[src/rtl/lininterp_core.sv]
// Streaming linear interpolator: steps a fractional phase between the two most
// recent input samples and emits a + (b-a)*frac at full precision (scaled by 2^MW).
module lininterp_core #(
  parameter int IW = 16,
  parameter int PW = 24,
  parameter int MW = 8
) (
  input  logic                        i_clk,
  input  logic                        i_reset,
  input  logic [PW-1:0]               i_step,
  input  logic                        i_valid,
  output logic                        o_ready,
  input  logic signed [IW-1:0]        i_sample,
  output logic                        o_valid,
  input  logic                        i_ready,
  output logic signed [IW+MW-1:0]     o_data
);

  typedef enum logic [1:0] {S_EMPTY, S_ONE, S_WAIT, S_RUN} state_t;

  state_t                     state, state_next;
  logic [PW-1:0]              r_phase;
  logic signed [IW-1:0]       r_last, r_next;
  logic                       ce, accept, issue, carry;
  logic [PW-1:0]              phase_sum;

  logic                       v1, v2;
  logic signed [IW:0]         diff1;
  logic signed [IW-1:0]       base1, base2;
  logic [MW-1:0]              frac1;
  logic signed [IW+MW-1:0]    prod, prod2;

  assign ce      = !o_valid || i_ready;
  assign o_ready = (state != S_RUN);
  assign accept  = i_valid && o_ready;
  assign issue   = (state == S_RUN) && ce;
  assign {carry, phase_sum} = {1'b0, r_phase} + {1'b0, i_step};

  // The final sum always fits in IW+MW bits, so the product only needs to be
  // kept modulo 2^(IW+MW); the dropped high bit would be discarded anyway.
  assign prod = (IW+MW)'(diff1) * (IW+MW)'($signed({1'b0, frac1}));

  always_comb begin
    state_next = state;
    case (state)
      S_EMPTY:      if (accept) state_next = S_ONE;
      S_ONE,
      S_WAIT:       if (accept) state_next = S_RUN;
      S_RUN:        if (issue && carry) state_next = S_WAIT;
      default:      state_next = S_EMPTY;
    endcase
  end

  always_ff @(posedge i_clk) begin
    if (i_reset) state <= S_EMPTY;
    else         state <= state_next;
  end

  // The phase is never cleared on wrap so the residue carries into the next interval.
  always_ff @(posedge i_clk) begin
    if (i_reset) begin
      r_phase <= '0;
      r_last  <= '0;
      r_next  <= '0;
    end else begin
      if (accept) begin
        r_next <= i_sample;
        if (state != S_EMPTY) r_last <= r_next;
      end
      if (issue) r_phase <= phase_sum;
    end
  end

  always_ff @(posedge i_clk) begin
    if (i_reset) begin
      v1      <= 1'b0;
      v2      <= 1'b0;
      diff1   <= '0;
      base1   <= '0;
      base2   <= '0;
      frac1   <= '0;
      prod2   <= '0;
      o_valid <= 1'b0;
      o_data  <= '0;
    end else if (ce) begin
      v1 <= issue;
      if (issue) begin
        diff1 <= {r_next[IW-1], r_next} - {r_last[IW-1], r_last};
        base1 <= r_last;
        frac1 <= r_phase[PW-1 -: MW];
      end
      v2      <= v1;
      prod2   <= prod;
      base2   <= base1;
      o_valid <= v2;
      o_data  <= {base2, {MW{1'b0}}} + prod2;
    end
  end

endmodule

[config.mk]
export PLATFORM = sky130hd
export DESIGN_NAME = lininterp_core
export DESIGN_NICKNAME = d
export VERILOG_FILES = /design/src/rtl/lininterp_core.sv
export SDC_FILE = /design/constraint.sdc
export NUM_CORES = 1
export LEC_CHECK = 0
export ABC_AREA = 1
export CAP_MARGIN = 30
export CORE_ASPECT_RATIO = 1.75
export CORE_UTILIZATION = 56
export DETAILED_ROUTE_END_ITERATION = 10
export MAX_ROUTING_LAYER = met4
export PLACE_DENSITY = 0.82
export SETUP_SLACK_MARGIN = 0.02
export SKIP_LAST_GASP = 1
export SLEW_MARGIN = 20
export SYNTH_ARGS = -nofsm -noshare
export SYNTH_HDL_FRONTEND = slang
export SYNTH_SLANG_ARGS = --single-unit
[constraint.sdc]
create_clock -name i_clk -period 6.7 [get_ports i_clk]
set_clock_uncertainty 0.2 [all_clocks]
set_input_delay 0.67 -clock i_clk [delete_from_list [all_inputs] [get_ports i_clk]]
set_output_delay 0.67 -clock i_clk [all_outputs]
set_load 0.005 [all_outputs]
Word-level counts from Yosys, hierarchy flattened

Cells that the tools add are included.

Register bits after elaboration: 166
Output and inout bits: 26
Logic and storage cells: 39

$add $sub $neg: 3
Multipliers: 1
Eq/ne operators: 7
Muxes and demuxes: 4
Reductions and logical operators: 11

Operator list:

| operator             | count |
|---|---|
| $add A24 B24 Y25     | 1 |
| $add A24 B24 Y24     | 1 |
| $mul A17 B9 Y24      | 1 |
| $sub A16 B16 Y17     | 1 |
| $mux W2              | 3 |
| $ne A2 B2 Y1 const B | 3 |
| $pmux W2 S3          | 1 |
| $eq A2 B2 Y1 const B | 2 |
| $reduce_and A2 Y1    | 2 |
| $logic_and A1 B1 Y1  | 3 |
| $reduce_and A3 Y1    | 1 |
| $eq A2 B1 Y1 const B | 1 |
| $logic_not A2 Y1     | 1 |
| $ne A2 B1 Y1 const B | 1 |
| $reduce_bool A2 Y1   | 1 |
| $reduce_or A2 Y1     | 1 |
| $logic_not A1 Y1     | 1 |
| $logic_or A1 B1 Y1   | 1 |

Logic depth before layout (Yosys ltp)

Gate-level depths: netlist of run 1.

Word-level depth: 6
Depth in mapped cells: 26
Depth with buffers taken out: 24

Worst setup path after synthesis of run 1

OpenSTA, ideal clock, no wires.

Path kind: register to register
Start: register frac1[5]
End: register prod2[15]
Setup time: 0.114 ns
Arrival time: 4.288 ns
Required time: 6.386 ns
Setup slack: 2.098 ns
Cell stages (with the launch flop): 22
Path buffers: 2
Clock period less this slack: 4.602 ns
Path through: dfxtp_1 > clkbuf_1 > clkbuf_1 > nand2_1 > fa_1 > inv_1 > fa_1 > fa_1 > inv_1 > fa_1 > inv_1 > ha_1 > nand2_1 > inv_1 > nand2_1 > nand2_1 > a21oi_1 > nor2_1 > nor2_1 > o21ai_0 > o21bai_1 > inv_1

Word-level cells in the longest chain between the ends: 1

RTL lines:

| item                     | RTL line | RTL |
|---|---|---|
| start: declaration       | 30       | `logic [MW-1:0] frac1;` |
| start signal: assignment | 90       | `frac1 <= r_phase[PW-1 -: MW];` |
| $mul A17 B9 Y24          | 41       | `assign prod = (IW+MW)'(diff1) * (IW+MW)'($signed({1'b0, frac1}));` |
| end signal: assignment   | 93       | `prod2 <= prod;` |
| end: declaration         | 31       | `logic signed [IW+MW-1:0] prod, prod2;` |

No other way between the ends.
A chain may end at the register's enable or synchronous reset.

Final worst setup path of run 1

Start: register frac1[0]
End: register prod2[21]

Same word-level chain as after synthesis.

==> results of run 1 <==
==> worst max path at each step <==
stage	end	cells past startpoint	start	slack (ns)
after floorplan	prod2[15]	21	frac1[5]	2.10
after global placement	prod2[21]	20	frac1[0]	1.12
after detailed placement	prod2[21]	20	frac1[0]	1.14
after CTS	prod2[21]	20	frac1[0]	1.14
after global routing	prod2[21]	20	frac1[0]	0.54
final	prod2[21]	20	frac1[0]	0.82
==> power by group through the flow <==
stage	clock [mW]	combinational [mW]	sequential (mW)
6_report	1.04	1.57	1.41
4_1_cts	1.05	1.56	1.40
3_5_place_dp	0	1.54	1.42
3_3_place_gp	0	1.51	1.41
2_1_floorplan	0	1.24	1.27
5_1_grt	1.09	1.78	1.44
==> critical path: stages (launching register included) <==
cell and delay (ns):
dfxtp_1 0.52, nand2_1 0.27, inv_1 0.11, fa_1 0.55, inv_1 0.16, fa_1 0.55
inv_1 0.05, fa_1 0.47, inv_1 0.06, fa_1 0.53, inv_1 0.04, ha_1 0.38
nand2_1 0.13, inv_1 0.07, nand2_1 0.07, nor3_1 0.64, nand4_1 0.53, nand4_1 0.24
nand3_1 0.09, nand2_1 0.07, inv_1 0.03
==> cells in the mapped netlist (2+ instances only) <==
library cell	n
or2_1	2
nor2_1	200
clkbuf_1	65
fa_1	106
and2_1	3
nand4_1	21
inv_2	3
nor3_1	6
nand2_2	8
nor2_4	3
nor2_2	6
inv_1	415
nand3_1	86
buf_1	4
or2_2	4
a31oi_1	3
nor3_2	2
nand2_4	2
a21oi_1	148
nand3_2	2
clkbuf_8	2
dfxtp_1	166
o21ai_0	177
xor2_1	25
o21ai_1	6
nand3b_1	2
nand2_1	385
xnor2_1	5
o211ai_1	5
o21bai_1	21
o221ai_1	7
a21o_1	9
buf_2	12
ha_1	106
==> area by class of cell <==
cell class	count	area [sq um]	area share [%]
multi-input combinational	1361	8870	57.1
sequential	166	3320	21.4
inverter	418	1570	10.1
timing repair buffer	77	776	4.99
clock buffer	17	425	2.74
tap	312	390	2.51
clock inverter	15	189	1.22
==> registers in the layout (all words and copies together) (netlist names) <==
name     flops
base1       16
base2       16
prod2       24
v1           1
r_next      16
state        2
o_data      24
diff1       17
frac1        8
r_last      16
o_valid      1
r_phase     24
v2           1
==> logic make-up after synthesis <==
kind of cell    after synthesis  synth area share, %
buf+inv                     503                 13.7
fa+ha+maj                   212                 24.4
xor+xnor                     30                 1.86
flops                       166                 23.5
simple gates                736                 21.9
compound gates              383                 14.7
==> routing by layer <==
layer,global-route usage [%],vias up
li1,-,6345
met1,31.6,5977
met2,61.1,346
met3,3.78,127
met4,19.4,0
met5,-,-
==> metrics by stage <==
stage / total power, mW / utilization (%) / setup WS (ns) / instance area (sq um)
after floorplan: 2.50 / - / 2.10 / 14100
after global placement: 2.93 / 60.2 / 1.12 / 14900
after detailed placement: 2.97 / 60.2 / 1.14 / 14900
after CTS: 4.01 / 62.7 / 1.14 / 15500
after global routing: 4.30 / 62.9 / 0.542 / 15500
final: 4.01 / 62.9 / 0.823 / 15500
==> metrics.yaml, run 1 <==
cells_and_area:
  layout_common_cells: "414 x inv_1, 385 x nand2_1, 200 x nor2_1"
  nets: 2297
  nFillCells: 2253
  layout-drive-gt1-share_pct: 3.80
  final_common_cell: "inv_1"
  finalNonFillerCells: 2366
  area.growth.synth_to_final_pct: 10.0
  diodes: 0
cts:
  h-tree-depth: 4
  tritoncts: "yes"
  clk_latency_ns: 0.46
  cts_hold_buf: 0
  cts.reportedPaths.clkPinSlew_ns: 0.08
  postCtsSetupBuffers: 0
  cts_buffer_depth: 2
  root_buffer: "clkbuf_16"
  post_cts_resized: 0
  numCtsBuffers: 17
  cts_sinks: 166
yosys:
  synthTopCellsByArea: "dfxtp_1 24%, fa_1 15%, inv_1 11%"
  synth-async-reset-ratio_pct: 0
  yosysTopAreaCellShare_pct: 23.5
  netlist_instances: 2030
  synth_seq_area_share_pct: 23.5
  yosys_warnings: 0
  ys_ff_latch: 166
  syn_area_per_cell_sq_um: 6.96
  syn_area_sq_um: 14100
  synth-main-ff-cell: "dfxtp_1"
  synth_top_cell_by_area: "dfxtp_1"
  synth-edff-count: 0
  post_synth_num_cell_types: 47
  syn_nets: 2286
setup_path:
  cp-end-kind: "flip-flop"
  r2r-end: "prod2[21]"
  reg2reg_slack_ns: 0.82
  cp-start-kind: "flip-flop"
  reg2reg_from: "frac1[0]"
  cp.required_ns: 6.86
  crit_type: "reg2reg"
  arrival_ns: 6.04
  r2r_cells: 20
  cp_max_fo: 18
status:
  status: "complete, no violations"
min_path:
  hp-start: "v1"
  worstHoldPathType: "reg2reg"
  hold_depth: 2
  hold_end: "v1"
sta:
  period_share_pct: 87.7
  slew_violations: 0
  holdWs_ns: 0.268
  worst_pin_slew_ns: 0.854
  max_freq_mhz: 170
  slew_headroom_pct: 43.0
  rsz0062_at_grt: "false"
  period_minus_slack_ns: 5.88
  hold_viol_final: 0
  timing.final.setup_violations: 0
  tns_ns: 0
drt:
  wl_per_cell_um: 16.4
  met1_length_um: 13900
  drt-total-wl_um: 38900
  postRouteAntennaNets: 0
  via_count: 12800
  routed-wl-met2_um: 21300
  route.met3.wl_um: 1320
  drc: 0
  top_layer_used: "met4"
  dr.pass1.iters: 6
  routed_via_density: 5.41
  drt_iter0_drc: 682
power:
  pwr-share-comb_pct: 39.0
  power_leakage_nw: 8.70
  internal_power_mw: 2.26
  p_sw_mw: 1.76
  ir_worst_vdd_v: 0.000234
  pwr-share-seq_pct: 35.1
  clkPwrFrac_pct: 25.9
  p_sw_share_pct: 43.8
  p_per_area_nw_per_um2: 258
die:
  rows: 76
  initial_core_util_pct: 57.1
  dieHeight_um: 212
  coreArea_sq_um: 24700
  die_area_sq_um: 25900
  dieWidth_um: 122
  io_pins: 70
placement:
  place.gp.congestion: 0.983
  dp_hpwl_um: 30800
  port_buffers: 69
  dpl.cell_count: 2332
global_route:
  grt_pass1_vias: 12900
  grt_max_degree: 67
  antenna_found_initial: 0
  overflow: 0
  grt_usage_pct: 32.7
  grt_pass1_wl_um: 63100
job:
  cap_violations: 0
Power figures use the tool's default switching activity.
==> inputs of run 2 (changes only) <==
Settings changed: CORE_UTILIZATION 56 to 54, CTS_BUF_LIST set to sky130_fd_sc_hd__clkbuf_4, PLACE_DENSITY 0.82 to 0.8.
==> run 2 against run 1 <==
Fmax rose by 10%. First-iteration DRC count fell by 18%. Combinational power barely moved. Total power fell by 7.8%. Setup slack improved by 0.54 ns. Sequential power barely moved. Worst hold slack improved by 0.0074 ns. Core utilization fell by 3.5 points. Via count fell by 0.55%. Routed wire length fell by 3.5%.
==> metrics.yaml, run 2 (synthesis gave the netlist of run 1 again) <==
setup_path:
  cp-start-kind: "flip-flop"
  cp_max_fo: 18  # unchanged
  worst_path_largest_cell_delay_ns: 0.57  # -0.07 ns
  arrival_ns: 5.68  # -0.36 ns
  path_delay_family: "adder cells"
  cp.required_ns: 7.04  # +0.18 ns
  path_common_cell: "inv_1"
  crit_slowest_cell: "dfxtp_1"
  crit_buf_inv: 7  # unchanged
  crit_type: "reg2reg"
  cp-end-kind: "flip-flop"
  worstPathCellList: "nand2_1 > inv_1 > fa_1 > inv_1 > fa_1 > inv_1 > fa_1 > inv_1 > fa_1 > inv_1 > ha_1 > nand2_1 > inv_1 > nand2_1 > nor3_1 > nand4_1 > nand4_1 > nand3_1 > nand2_1 > inv_1"
cts:
  clk_latency_ns: 0.64  # +0.18 ns
  postCtsSetupBuffers: 0  # unchanged
  post_cts_resized: 0  # unchanged
  h-tree-depth: 4  # unchanged
  cts_hold_buf: 0  # unchanged
  root_buffer: "clkbuf_4"
  cts_sinks: 166  # unchanged
  cts.reportedPaths.clkPinSlew_ns: 0.15  # +0.07 ns
  numCtsBuffers: 17  # unchanged
  tritoncts: "yes"
  cts_buffer_depth: 2  # unchanged
placement:
  port_buffers: 69  # unchanged
  dpl.cell_count: 2339  # +0.30%
  dp_hpwl_um: 29700  # -3.8%
  place.gp.congestion: 1.02  # +4.1%
  placed_area_sq_um: 14900  # +0.11%
power:
  pwr-share-seq_pct: 38.2  # +3.1 points
  p_sw_share_pct: 44.5  # +0.71 points
  p_per_area_nw_per_um2: 242  # -6.3%
  p_sw_mw: 1.65  # -6.3%
  internal_power_mw: 2.06  # -8.9%
  clkPwrFrac_pct: 19.9  # -6.0 points
  power_leakage_nw: 8.58  # -1.4%
  total_power_mw: 3.70  # -7.8%
  ir_worst_vdd_v: 0.000170  # -27%
  pwr-share-comb_pct: 41.9  # +2.9 points
drt:
  wl_per_cell_um: 15.8  # -3.9%
  drc: 0  # unchanged
  dr.pass1.iters: 7  # +1
  postRouteAntennaNets: 0  # unchanged
  routed_via_density: 5.36  # -0.88%
  drt-total-wl_um: 37500  # -3.5%
  via_count: 12700  # -0.55%
  drt_iter0_drc: 557  # -18%
die:
  io_pins: 70  # unchanged
  coreArea_sq_um: 25800  # +4.2%
  dieWidth_um: 124  # +1.8%
  initial_core_util_pct: 54.8  # -2.3 points
  dieHeight_um: 216  # +1.8%
  rows: 78  # +2.6%
  die_area_sq_um: 26800  # +3.7%
sta:
  slew_violations: 0  # unchanged
  tns_ns: 0  # unchanged
  rsz0062_at_grt: "false"
  worst_pin_slew_ns: 0.807  # -0.0475 ns
  period_share_pct: 79.7  # -8.0 points
  hold_viol_final: 0  # unchanged
  period_minus_slack_ns: 5.34  # -0.539 ns
  slew_headroom_pct: 46.2  # +3.2 points
  timing.final.setup_violations: 0  # unchanged
  max_freq_mhz: 187  # +10%
cells_and_area:
  layout-drive-gt1-share_pct: 3.70  # -0.094 points
  area.growth.synth_to_final_pct: 8.30
  layout_common_cells: "414 x inv_1, 385 x nand2_1, 200 x nor2_1"
  fin_util_pct: 59.4  # -3.5 points
  design_area_sq_um: 15300  # -1.6%
  reg_top3: "o_data x24, prod2 x24, r_phase x24"
  final_common_cell: "inv_1"
  finalNonFillerCells: 2374  # +0.34%
  nets: 2295  # -0.087%
global_route:
  grt_usage_pct: 29.4  # -3.3 points
  overflow: 0  # unchanged
  grt_max_degree: 112  # +67%
  grt_pass1_wl_um: 60700  # -3.7%
  antenna_found_initial: 2  # +2
  grt_pass1_vias: 12600  # -2.3%
status:
  status: "complete, no violations"
job:
  cap_violations: 0  # unchanged
min_path:
  worstHoldPathType: "reg2reg"
run 2: cell count changes in the layout (fill, tap and decap cells not counted), moves of 3 or more:
cell | before | now
clkbuf_16 | 17 | 0
clkbuf_4 | 0 | 17
bufinv_16 | 0 | 4
inv_12 | 3 | 0
run 2: tightest hold or removal path, stage by stage (launching register included):
cell	delay, ns
dfxtp_1	0.34
nand2_1	0.06
a21oi_1	0.05
run 2: cell type report:
class,count,area [sq um]
fill,2452,10500
multi-input combinational,1361,8870
sequential,166,3320
inverter,418,1570
timing repair buffer,75,768
tap,320,400
clock inverter,15,231
clock buffer,17,128
antenna,2,5.00
run 2: worst paths after layout:
check	start	endpoint	slack, ns	cells past startpoint
setup / recovery	frac1[0]	prod2[21]	1.36	20
hold reg to reg	v1	v1	0.27	2
hold / removal	v1	v1	0.27	2
setup reg to reg	frac1[0]	prod2[21]	1.36	20
run 2: metrics by stage:
stage / hold slack (ns) / worst slack, ns
2_1_floorplan: 0.241 / 2.10
3_3_place_gp: 0.248 / 1.44
3_5_place_dp: 0.259 / 1.37
4_1_cts: 0.279 / 1.35
5_1_grt: 0.292 / 1.09
6_report: 0.275 / 1.36
run 2: per-layer routing:
layer  GRT usage, %  share of wire, %  vias up
met5              -                 0        -
met1           28.1                36     5936
met2           54.6                54      345
met4           19.7               7.0        0
li1               -                 -     6325
met3           3.50               3.2      119
run 2: power groups by stage:
| stage | registers (mW) | clock network, mW | logic (mW) |
|---|---|---|---|
| CTS | 1.41 | 0.754 | 1.54 |
| global route | 1.44 | 0.789 | 1.76 |
| global placement | 1.42 | 0 | 1.50 |
| detailed placement | 1.43 | 0 | 1.53 |
| finish | 1.41 | 0.738 | 1.55 |
| floorplan | 1.27 | 0 | 1.24 |
==> inputs of run 3 (changes only) <==
Clock period 6.7 ns to 5.3 ns, I/O delays scaled along.
==> run 3 against run 2 <==
Routed wire length rose by 0.92%. Flip-flop and latch count is the same. Total power rose by 23%. Sequential share of layout area grew 0.067 points. Critical path type unchanged. Setup slack got worse by 1.0 ns. Worst hold slack better by 0.0027 ns. Cell count increased by 0.29%. Clock power grew 7.0%. First-iteration DRC count rose by 21%. Count of clock-buffer cells in the layout is the same. Die area unchanged. Core utilization fell by 0.073 points.
==> metrics.yaml, run 3 (synthesis gave the netlist of run 1 again) <==
cts:
  root_buffer: "clkbuf_4"
  tritoncts: "yes"
  clk_latency_ns: 0.63  # about the same
  numCtsBuffers: 17  # unchanged
  postCtsSetupBuffers: 0  # unchanged
  h-tree-depth: 4  # unchanged
  post_cts_resized: 0  # unchanged
  cts.reportedPaths.clkPinSlew_ns: 0.17  # +0.02 ns
  cts_buffer_depth: 2  # unchanged
  cts_hold_buf: 0  # unchanged
  cts_sinks: 166  # unchanged
cells_and_area:
  area.growth.synth_to_final_pct: 8.17
  final_common_cell: "inv_1"
  design_area_sq_um: 15300  # -0.12%
  reg_top3: "o_data x24, prod2 x24, r_phase x24"
  nets: 2303  # +0.35%
  layout-drive-gt1-share_pct: 4.32  # +0.62 points
  layout_common_cells: "414 x inv_1, 385 x nand2_1, 200 x nor2_1"
  fin_util_pct: 59.3  # -0.073 points
die:
  rows: 78  # unchanged
  die_area_sq_um: 26800  # unchanged
  dieWidth_um: 124  # unchanged
  coreArea_sq_um: 25800  # unchanged
  initial_core_util_pct: 54.8  # unchanged
  dieHeight_um: 216  # unchanged
  io_pins: 70  # unchanged
min_path:
  hp-start: "v1"
  worstHoldPathType: "reg2reg"
  hold_end: "v1"
  hold_depth: 2  # unchanged
global_route:
  grt_pass1_vias: 12900  # +1.9%
  overflow: 0  # unchanged
  antenna_found_initial: 1  # -1
  grt_pass1_wl_um: 61700  # +1.5%
  grt_usage_pct: 29.9  # +0.46 points
  grt_max_degree: 86  # -23%
sta:
  rsz0062_at_grt: "false"
  period_minus_slack_ns: 4.99  # -0.351 ns
  tns_ns: 0  # unchanged
  period_share_pct: 94.1  # +14 points
  max_freq_mhz: 201  # +7.0%
  layout_setup_ws_ns: 0.313  # -1.05 ns
  hold_viol_final: 0  # unchanged
  slew_headroom_pct: 42.0  # -4.2 points
  worst_pin_slew_ns: 0.870  # +0.0629 ns
  slew_violations: 0  # unchanged
  timing.final.setup_violations: 0  # unchanged
drt:
  dr.pass1.iters: 5  # -2
  via_count: 12800  # +0.72%
  wl_per_cell_um: 15.9  # +0.62%
  drc: 0  # unchanged
  drt-total-wl_um: 37800  # +0.92%
  postRouteAntennaNets: 0  # unchanged
  drt_iter0_drc: 674  # +21%
  routed_via_density: 5.38  # +0.43%
setup_path:
  arrival_ns: 5.36  # -0.32 ns
  reg2reg_slack_ns: 0.31  # -1.05 ns
  cp.required_ns: 5.68  # -1.36 ns
  cp-end-kind: "flip-flop"
  r2r_cells: 16  # -20%
  r2r-end: "prod2[17]"
  reg2reg_from: "frac1[5]"
  cp-start-kind: "flip-flop"
  cp_max_fo: 18  # unchanged
  crit_type: "reg2reg"
status:
  status: "complete, no violations"
placement:
  pre_cts_slack_ns: 0.0912  # -1.28 ns
  placed_area_sq_um: 15000  # +0.45%
  place.gp.congestion: 0.953  # -6.9%
  dp_hpwl_um: 30300  # +2.3%
  port_buffers: 69  # unchanged
job:
  cap_violations: 0  # unchanged
power:
  power_leakage_nw: 8.59  # +0.10%
  ir_worst_vdd_v: 0.000244  # +44%
  p_per_area_nw_per_um2: 297  # +23%
[run 3: report_power, final]
part / leakage [nW] / total, mW / internal (mW) / switching, mW
Combinational: 7.08 / 1.99 / 0.716 / 1.27
Sequential: 1.35 / 1.77 / 1.49 / 0.277
Clock: 0.156 / 0.790 / 0.253 / 0.537
Total: 8.59 / 4.54 / 2.46 / 2.08
[run 3: routing by layer]
| layer | part of all wire, % | global-route usage [%] | wire (um) | up-vias |
|---|---|---|---|---|
| met4 | 6.2 | 17.8 | 2340 | 0 |
| met5 | 0 | - | 0 | - |
| met1 | 36 | 28.4 | 13600 | 5973 |
| li1 | - | - | - | 6350 |
| met3 | 3.1 | 3.79 | 1190 | 144 |
| met2 | 55 | 56.4 | 20700 | 350 |
[run 3: cell type report]
| class | instances | area, sq um |
|---|---|---|
| antenna | 1 | 2.50 |
| clock buffer | 17 | 128 |
| clock inverter | 15 | 164 |
| fill | 2461 | 10500 |
| inverter | 418 | 1570 |
| multi-input combinational | 1361 | 8880 |
| sequential | 166 | 3330 |
| tap | 320 | 400 |
| timing repair buffer | 83 | 808 |
[run 3: critical path, stage by stage (launching register included)]
cell and delay (ns):
dfxtp_2 0.58, nand2_1 0.14, fa_1 0.55, inv_1 0.05, fa_1 0.46, fa_1 0.55, inv_1 0.05, fa_1 0.53
inv_1 0.04, ha_1 0.35, a21oi_1 0.30, o21ai_0 0.24, a21oi_1 0.19, nand2_1 0.07, xor2_1 0.42, o21bai_1 0.15
inv_1 0.08
[run 3: worst max-delay path by stage]
| stage | startpoint | endpoint | slack (ns) | depth (start not counted) |
|---|---|---|---|---|
| floorplan | frac1[5] | prod2[15] | 0.70 | 21 |
| global placement | frac1[0] | prod2[21] | 0.09 | 20 |
| detailed placement | frac1[0] | prod2[21] | 0.09 | 20 |
| CTS | frac1[0] | prod2[21] | 0.06 | 20 |
| global route | diff1[16] | prod2[19] | 0.08 | 19 |
| finish | frac1[5] | prod2[17] | 0.31 | 16 |
[run 3: stage by stage]
stage / hold WS (ns) / std cells / power [mW]
2_1_floorplan: 0.241 / 2030 / 3.17
3_3_place_gp: 0.250 / 2348 / 3.71
3_5_place_dp: 0.253 / 2348 / 3.76
4_1_cts: 0.272 / 2380 / 4.55
5_1_grt: 0.296 / 2381 / 4.90
6_report: 0.278 / 2381 / 4.54
